<file path="src/rtl/iob_vexriscv_bus_arb.sv">
// iob_vexriscv_bus_arb: two-master (ibus m0, dbus m1) to one-slave IOb arbiter
// with zero-latency request forwarding and a single outstanding read.
module iob_vexriscv_bus_arb #(
    parameter int ADDR_W    = 32,
    parameter int DATA_W    = 32,
    parameter int PRIO_MODE = 0
) (
    input  logic                  clk_i,
    input  logic                  arst_n_i,
    input  logic                  cke_i,
    input  logic [1:0]            m_avalid_i,
    input  logic [2*ADDR_W-1:0]   m_addr_i,
    input  logic [2*DATA_W-1:0]   m_wdata_i,
    input  logic [2*DATA_W/8-1:0] m_wstrb_i,
    output logic [1:0]            m_ready_o,
    output logic [1:0]            m_rvalid_o,
    output logic [DATA_W-1:0]     m_rdata_o,
    output logic                  s_avalid_o,
    output logic [ADDR_W-1:0]     s_addr_o,
    output logic [DATA_W-1:0]     s_wdata_o,
    output logic [DATA_W/8-1:0]   s_wstrb_o,
    input  logic                  s_ready_i,
    input  logic                  s_rvalid_i,
    input  logic [DATA_W-1:0]     s_rdata_i,
    output logic                  busy_o
);
    localparam int STRB_W = DATA_W/8;

    typedef enum logic [1:0] {IDLE, HOLD, RD_WAIT} state_t;

    state_t r_state;
    logic   r_owner, r_last, r_grant, r_en;
    logic   w_win, w_sel, w_sv, w_acc, w_rd, w_rv;

    always_comb begin
        w_win = (&m_avalid_i) ? ((PRIO_MODE != 0) ? 1'b1 : ~r_last) : m_avalid_i[1];
        w_sel = (r_state == HOLD) ? r_grant : w_win;
        // once parked in HOLD the request is committed, no re-arbitration
        w_sv  = r_en & ((r_state == HOLD) | ((r_state == IDLE) & (|m_avalid_i)));
        w_acc = w_sv & s_ready_i;
        w_rd  = ~|s_wstrb_o;
        w_rv  = r_en & (r_state == RD_WAIT) & s_rvalid_i;
    end

    assign s_avalid_o = w_sv;
    assign s_addr_o   = !w_sv ? '0 : w_sel ? m_addr_i[2*ADDR_W-1:ADDR_W] : m_addr_i[ADDR_W-1:0];
    assign s_wdata_o  = !w_sv ? '0 : w_sel ? m_wdata_i[2*DATA_W-1:DATA_W] : m_wdata_i[DATA_W-1:0];
    assign s_wstrb_o  = !w_sv ? '0 : w_sel ? m_wstrb_i[2*STRB_W-1:STRB_W] : m_wstrb_i[STRB_W-1:0];
    assign m_ready_o  = w_acc ? {w_sel, ~w_sel} : 2'b00;
    assign m_rvalid_o = w_rv ? {r_owner, ~r_owner} : 2'b00;
    assign m_rdata_o  = s_rdata_i;
    assign busy_o     = r_en & (r_state != IDLE);

    always_ff @(posedge clk_i or negedge arst_n_i) begin
        if (!arst_n_i) begin
            r_state <= IDLE;
            r_owner <= 1'b0;
            r_last  <= 1'b1;
            r_grant <= 1'b0;
            r_en    <= 1'b0;
        end else if (cke_i) begin
            r_en <= 1'b1;
            if (w_acc) begin
                r_last  <= w_sel;
                r_owner <= w_rd ? w_sel : r_owner;
                r_state <= w_rd ? RD_WAIT : IDLE;
            end else if (w_sv) begin
                r_grant <= w_sel;
                r_state <= HOLD;
            end else if (w_rv) begin
                r_state <= IDLE;
            end
        end
    end
endmodule

</file>
<file path="config.mk">
export PLATFORM = sky130hd
export DESIGN_NAME = iob_vexriscv_bus_arb
export DESIGN_NICKNAME = d
export VERILOG_FILES = /design/src/rtl/iob_vexriscv_bus_arb.sv
export SDC_FILE = /design/constraint.sdc
export NUM_CORES = 1
export LEC_CHECK = 0
export CAP_MARGIN = 5
export CORE_AREA = 2 2 109 111
export DETAILED_ROUTE_END_ITERATION = 8
export DIE_AREA = 0 0 111 113
export RECOVER_POWER = 50
export SLEW_MARGIN = 20
export SYNTH_ARGS = -nofsm -noshare
export SYNTH_HDL_FRONTEND = slang
export SYNTH_SLANG_ARGS = --single-unit
</file>
<file path="constraint.sdc">
create_clock -name clk_i -period 6.5 [get_ports clk_i]
set_input_delay 1.95 -clock clk_i [delete_from_list [all_inputs] [get_ports clk_i]]
set_output_delay 1.95 -clock clk_i [all_outputs]
set_load 0.1 [all_outputs]
</file>
# Word-level counts from Yosys, hierarchy flattened
# Index checks and enable logic that the tools add are counted.
[word_totals]
reg_bits = 6
input_bits = 175
out_inout_bits = 106
wordCells = 43
[op_classes]
eq_ne = 2
n_mux = 14
bitwise = 12
reduce_logical = 10
[op_table]
columns = ["cell", "n"]
rows = [
  ["32-bit 2-to-1 mux", 4],
  ["2-bit 2-to-1 mux", 6],
  ["4-bit 2-to-1 mux", 2],
  ["1-bit AND", 6],
  ["2-bit AND reduction", 3],
  ["3-bit AND reduction", 2],
  ["1-bit inverter", 5],
  ["4-bit OR reduction", 1],
  ["3-bit nonzero test", 1],
  ["2-bit by 1-bit equality test with 1-bit output (second input constant)", 1],
  ["2-bit equality test (second input constant)", 1],
  ["2-bit logical NOT", 1],
  ["1-bit 2-to-1 mux", 2],
  ["2-bit nonzero test", 1],
  ["2-bit OR reduction", 1],
  ["1-bit bitwise OR", 1],
]

# Logic depth before layout (Yosys ltp)
# Gate-level depths: netlist (run 1).
[depth]
depth_word = 8
depth_mapped = 6
mapped_depth_nobuf = 5

# Worst setup path after synthesis (run 1)
# No wires, ideal clock.
[synth_path]
path_kind = "input to output"
start = "input port m_avalid_i[1]"
end = "output port s_addr_o[10]"
t_arrival_ns = 4.130
t_required_ns = 4.550
path_slack_ns = 0.420
path_stages = 6
path_buffers = 2
cell_sequence = "a21boi_1 > mux2_4 > buf_4 > buf_2 > nand2_1 > a21oi_1"
[synth_between]
elab_chain_cells = 5
word_cells_on_any_way = 9
cone_classes = "4 x mux; 3 x bitwise; 2 x reduce/logical"
[synth_lines]
columns = ["item", "line", "text"]
rows = [
  ["start: declaration", "11", "input logic [1:0] m_avalid_i,"],
  ["2-bit AND reduction / 2-bit OR reduction (equally long branches)", "36, 39", ""],
  ["1-bit 2-to-1 mux / 1-bit AND (equally long branches)", "36, 39", ""],
  ["1-bit 2-to-1 mux / 1-bit bitwise OR (equally long branches)", "37, 39", ""],
  ["32-bit 2-to-1 mux / 1-bit AND (equally long branches)", "46, 39", ""],
  ["32-bit 2-to-1 mux *", "46", "assign s_addr_o = !w_sv ? '0 : w_sel ? m_addr_i[2*ADDR_W-1:ADDR_W] : m_addr_i[ADDR_W-1:0];"],
  ["end: declaration", "19", "output logic [ADDR_W-1:0] s_addr_o,"],
]
# Every way passes the cells marked *; elsewhere a longest branch is shown, timed or not.

# Final worst setup path (run 1)
[layout_path]
start = "input port m_avalid_i[0]"
end = "output port s_addr_o[0]"
# Same word-level chain as after synthesis.

==> impl_metrics.py, run 1 <==
metrics = {
    "cts": {
        "cts_tree": "built",
        "cts_max_path_buffers": 2,
        "cts_hold_buf": 0,
        "cts.clk_slew.worst_paths_ns": 0.03,
        "h-tree-depth": 1,
        "numClockSinks": 6,
        "post_cts_buffers": 0,
        "cts_resized": 0,
        "clkLatencyLatePin_ns": 0.23,
        "cts_buffers": 3,
        "cts-root-buf": "clkbuf_16",
    },
    "drt": {
        "route.antenna.remaining_nets": 0,
        "dr.first_iter.drc_count": 120,
        "vias": 2538,
        "drt-wirelength-per-cell_um": 13.56,
        "finalWirelength_um": 8247,
        "drtPass1Iterations": 4,
        "viasPerCell": 4.174,
        "drc": 0,
    },
    "pwr": {
        "p_leak_nw": 1.798,
        "vdd_ir_drop_max_mv": 0.3314,
        "power.density_mw_per_mm2": 572.0,
    },
    "setup_path": {
        "worstPathCellList": "dlygate4sd3_1 -> a21boi_0 -> mux2_4 -> buf_12 -> nand2_1 -> a21oi_1 -> clkbuf_2",
        "reg2reg_to": "r_last$_DFFE_PN1P_",
        "rr_startpoint": "r_state[0]$_DFFE_PN0P_",
        "crit_slowest_cell": "dlygate4sd3_1",
        "crit_type": "input port to primary output",
        "critPathArrivalTime_ns": 4.14,
        "start_kind": "input port",
        "crit_path_max_incr_delay_ns": 0.55,
        "required_ns": 4.55,
        "ff2ff_path_depth": 6,
        "rrSetupSlack_ns": 4.43,
        "crit_path_max_fanout": 72,
        "endpoint_kind": "primary output",
        "endpoint": "s_addr_o[0]",
        "crit_start": "m_avalid_i[0]",
    },
    "grt": {
        "grt-ovfl-total": 0,
        "grt_first_pass_wirelength_um": 13120,
        "grt_max_degree": 73,
        "grt_pass1_vias": 2701,
        "antenna_found_initial": 0,
        "grt_use_total": 0.1246,
    },
    "run_status": {
        "status": "finished, final reports clean",
    },
    "timing": {
        "hold_viol": 0,
        "setup_violations": 0,
        "post-route-period-util": 0.9370,
        "setup_slack_ns": 0.4097,
        "rsz0062_at_grt": "false",
        "tightest_slew_ns": 1.195,
        "fin_hold_ws_ns": 0.5346,
        "fmax_ghz": 0.1642,
        "slew_headroom": 0.2067,
        "tns_ns": 0,
        "period_needed_ns": 6.090,
        "finalMaxSlewViolations": 0,
        "skew_ns": 0.0004351,
    },
    "synth": {
        "synth_compound_area_frac": 0.2439,
        "synth-seq-area-share": 0.09580,
        "yosysWarnings": 0,
        "yosys.area.top_type": "nand2_1",
        "synthAdderAreaFrac": 0,
        "avgSynthCellArea_um2": 5.375,
        "synth_top_family_by_area": "simple AND/OR/NAND/NOR gates",
        "netlist_instances": 294,
        "synthesis.nets": 469,
        "yosys.cell_types.count": 30,
        "synthXorXnorAreaFrac": 0,
        "yosysTopAreaCellShare": 0.3325,
        "synth-simple-area-share": 0.3959,
        "synthesis.area_mm2": 0.001580,
        "synthMuxAreaShare": 0.03642,
        "ys_seq_elements": 6,
        "synthTopCellsByArea": "nand2_1 33%, a21oi_1 22%, buf_4 16%",
    },
    "cells_and_area": {
        "nets": 641,
        "area_delta_synth_final_pct": 170.2,
        "multiInputGateArea_mm2": 0.001081,
        "diodes": 0,
        "final_common_cell": "nand2_1",
        "final.fill_count": 1169,
        "drive_gt1_frac": 0.1871,
        "final_cell_mix": "140 x nand2_1, 139 x clkdlybuf4s50_1, 68 x a21oi_1",
        "seq_area_um2": 151.4,
    },
    "die": {
        "dieHeight_um": 113,
        "io_pins": 281,
        "dieArea_mm2": 0.01254,
        "core-area_mm2": 0.01127,
        "row_count": 39,
        "start_util": 0.1402,
        "chipWidth_um": 111,
    },
    "worst_hold_path": {
        "min-delay-path-class": "register to register",
        "whs_path_depth": 1,
    },
    "placed_design": {
        "gp_congestion": 0.7697,
        "dp_slack_ns": 0.6860,
        "port_buffers": 216,
        "dp_hpwl_um": 6772,
    },
    "flow_run": {
        "cap_violations": 0,
    },
}
-- state kept, by name, indices dropped and copies added, names as in the netlist --
register and flops:
r_grant 1, r_en 1, r_owner 1, r_state 2
r_last 1
-- routing by layer --
| layer | track usage | up-vias | wire (um) |
|---|---|---|---|
| li1 | - | 1266 | - |
| met1 | 0.1318 | 1138 | 3021 |
| met2 | 0.2450 | 116 | 4456 |
| met3 | 0.03160 | 18 | 645 |
| met4 | 0.03250 | 0 | 123 |
| met5 | 0 | - | 0 |
-- critical path, delay by kind of cell --
kind                   cells  cell delay, ns
multiplexers               1            0.24
AO/OA/AOI/OAI              2            0.51
buffers and inverters      3            1.31
AND/OR/NAND/NOR            1            0.09
-- final cells by class --
class                   count  share of cell area
clock buffers               4             0.01846
inverters                   1           0.0008793
multi-input cells         233              0.2532
flip-flops and latches      6             0.03546
well taps                 143             0.04191
repair buffers            221              0.6501
-- kinds of logic (layout without fill, tap and decap cells) --
logic type             count (synthesis)  in the layout
DFF                                    6              6
and+or+nand+nor                      154            154
AOI/OAI and AO/OA                     74             74
muxes                                  5              5
buffers and inverters                 55            226
-- power by group --
group	total, W	internal, W	switching [W]
clock network	0.000106	0.0000816	0.0000239
registers	0.0000572	0.0000483	0.00000893
logic	0.00228	0.000721	0.00156
total	0.00244	0.000851	0.00159
-- stage by stage --
step                area (um^2)  power [W]  instances    util
floorplan                  1580   0.001625        294       -
global placement           4333   0.002399        604  0.3844
detailed placement         4333   0.002416        604  0.3844
CTS                        4412   0.002526        608  0.3914
global route               4269   0.002519        608  0.3787
finish                     4269   0.002442        608  0.3787
-- worst min-delay path by stage --
| stage | slack [ns] | to | from |
|---|---|---|---|
| floorplan | 0.49 | r_owner$_DFFE_PN0P_ | r_owner$_DFFE_PN0P_ |
| global placement | 0.52 | r_owner$_DFFE_PN0P_ | r_owner$_DFFE_PN0P_ |
| detailed placement | 0.53 | r_owner$_DFFE_PN0P_ | r_owner$_DFFE_PN0P_ |
| CTS | 0.54 | r_owner$_DFFE_PN0P_ | r_owner$_DFFE_PN0P_ |
| global route | 0.56 | r_en$_DFFE_PN0P_ | r_en$_DFFE_PN0P_ |
| finish | 0.53 | r_owner$_DFFE_PN0P_ | r_owner$_DFFE_PN0P_ |
-- cells in the mapped netlist, drive strengths merged --
library cell / number
nor4: 2
a21boi: 1
nand4: 1
dfstp: 1
and3: 3
nand2: 140
nand2b: 1
nand3: 1
a41oi: 1
mux2: 3
a21oi: 68
dfrtp: 5
buf: 53
and3b: 1
or2: 1
a21o: 1
clkbuf: 1
or3: 1
mux2i: 2
nor2: 1
nor3b: 1
nand3b: 1
o2bb2ai: 1
inv: 1
o21ai: 1
o21a: 1
Note: power is estimated with default switching activity, not from simulation.
==> inputs of run 2 (changes only) <==
--- a/config.mk
+++ b/config.mk
@@ -5,7 +5,7 @@
 export SDC_FILE = /design/constraint.sdc
 export NUM_CORES = 1
 export LEC_CHECK = 0
-export CAP_MARGIN = 5
+export ABC_CLOCK_PERIOD_IN_PS = 6500
 export CORE_AREA = 2 2 109 111
 export DETAILED_ROUTE_END_ITERATION = 8
 export DIE_AREA = 0 0 111 113
==> results of run 2 <==
Final layout, timing and power as in run 1 (identical DEF).
==> inputs of run 3 (changes only) <==
--- a/config.mk
+++ b/config.mk
@@ -10,6 +10,7 @@
 export DETAILED_ROUTE_END_ITERATION = 8
 export DIE_AREA = 0 0 111 113
 export RECOVER_POWER = 50
+export SKIP_LAST_GASP = 1
 export SLEW_MARGIN = 20
 export SYNTH_ARGS = -nofsm -noshare
 export SYNTH_HDL_FRONTEND = slang
==> results of run 3 <==
Final layout, timing and power as in run 1 (identical DEF).
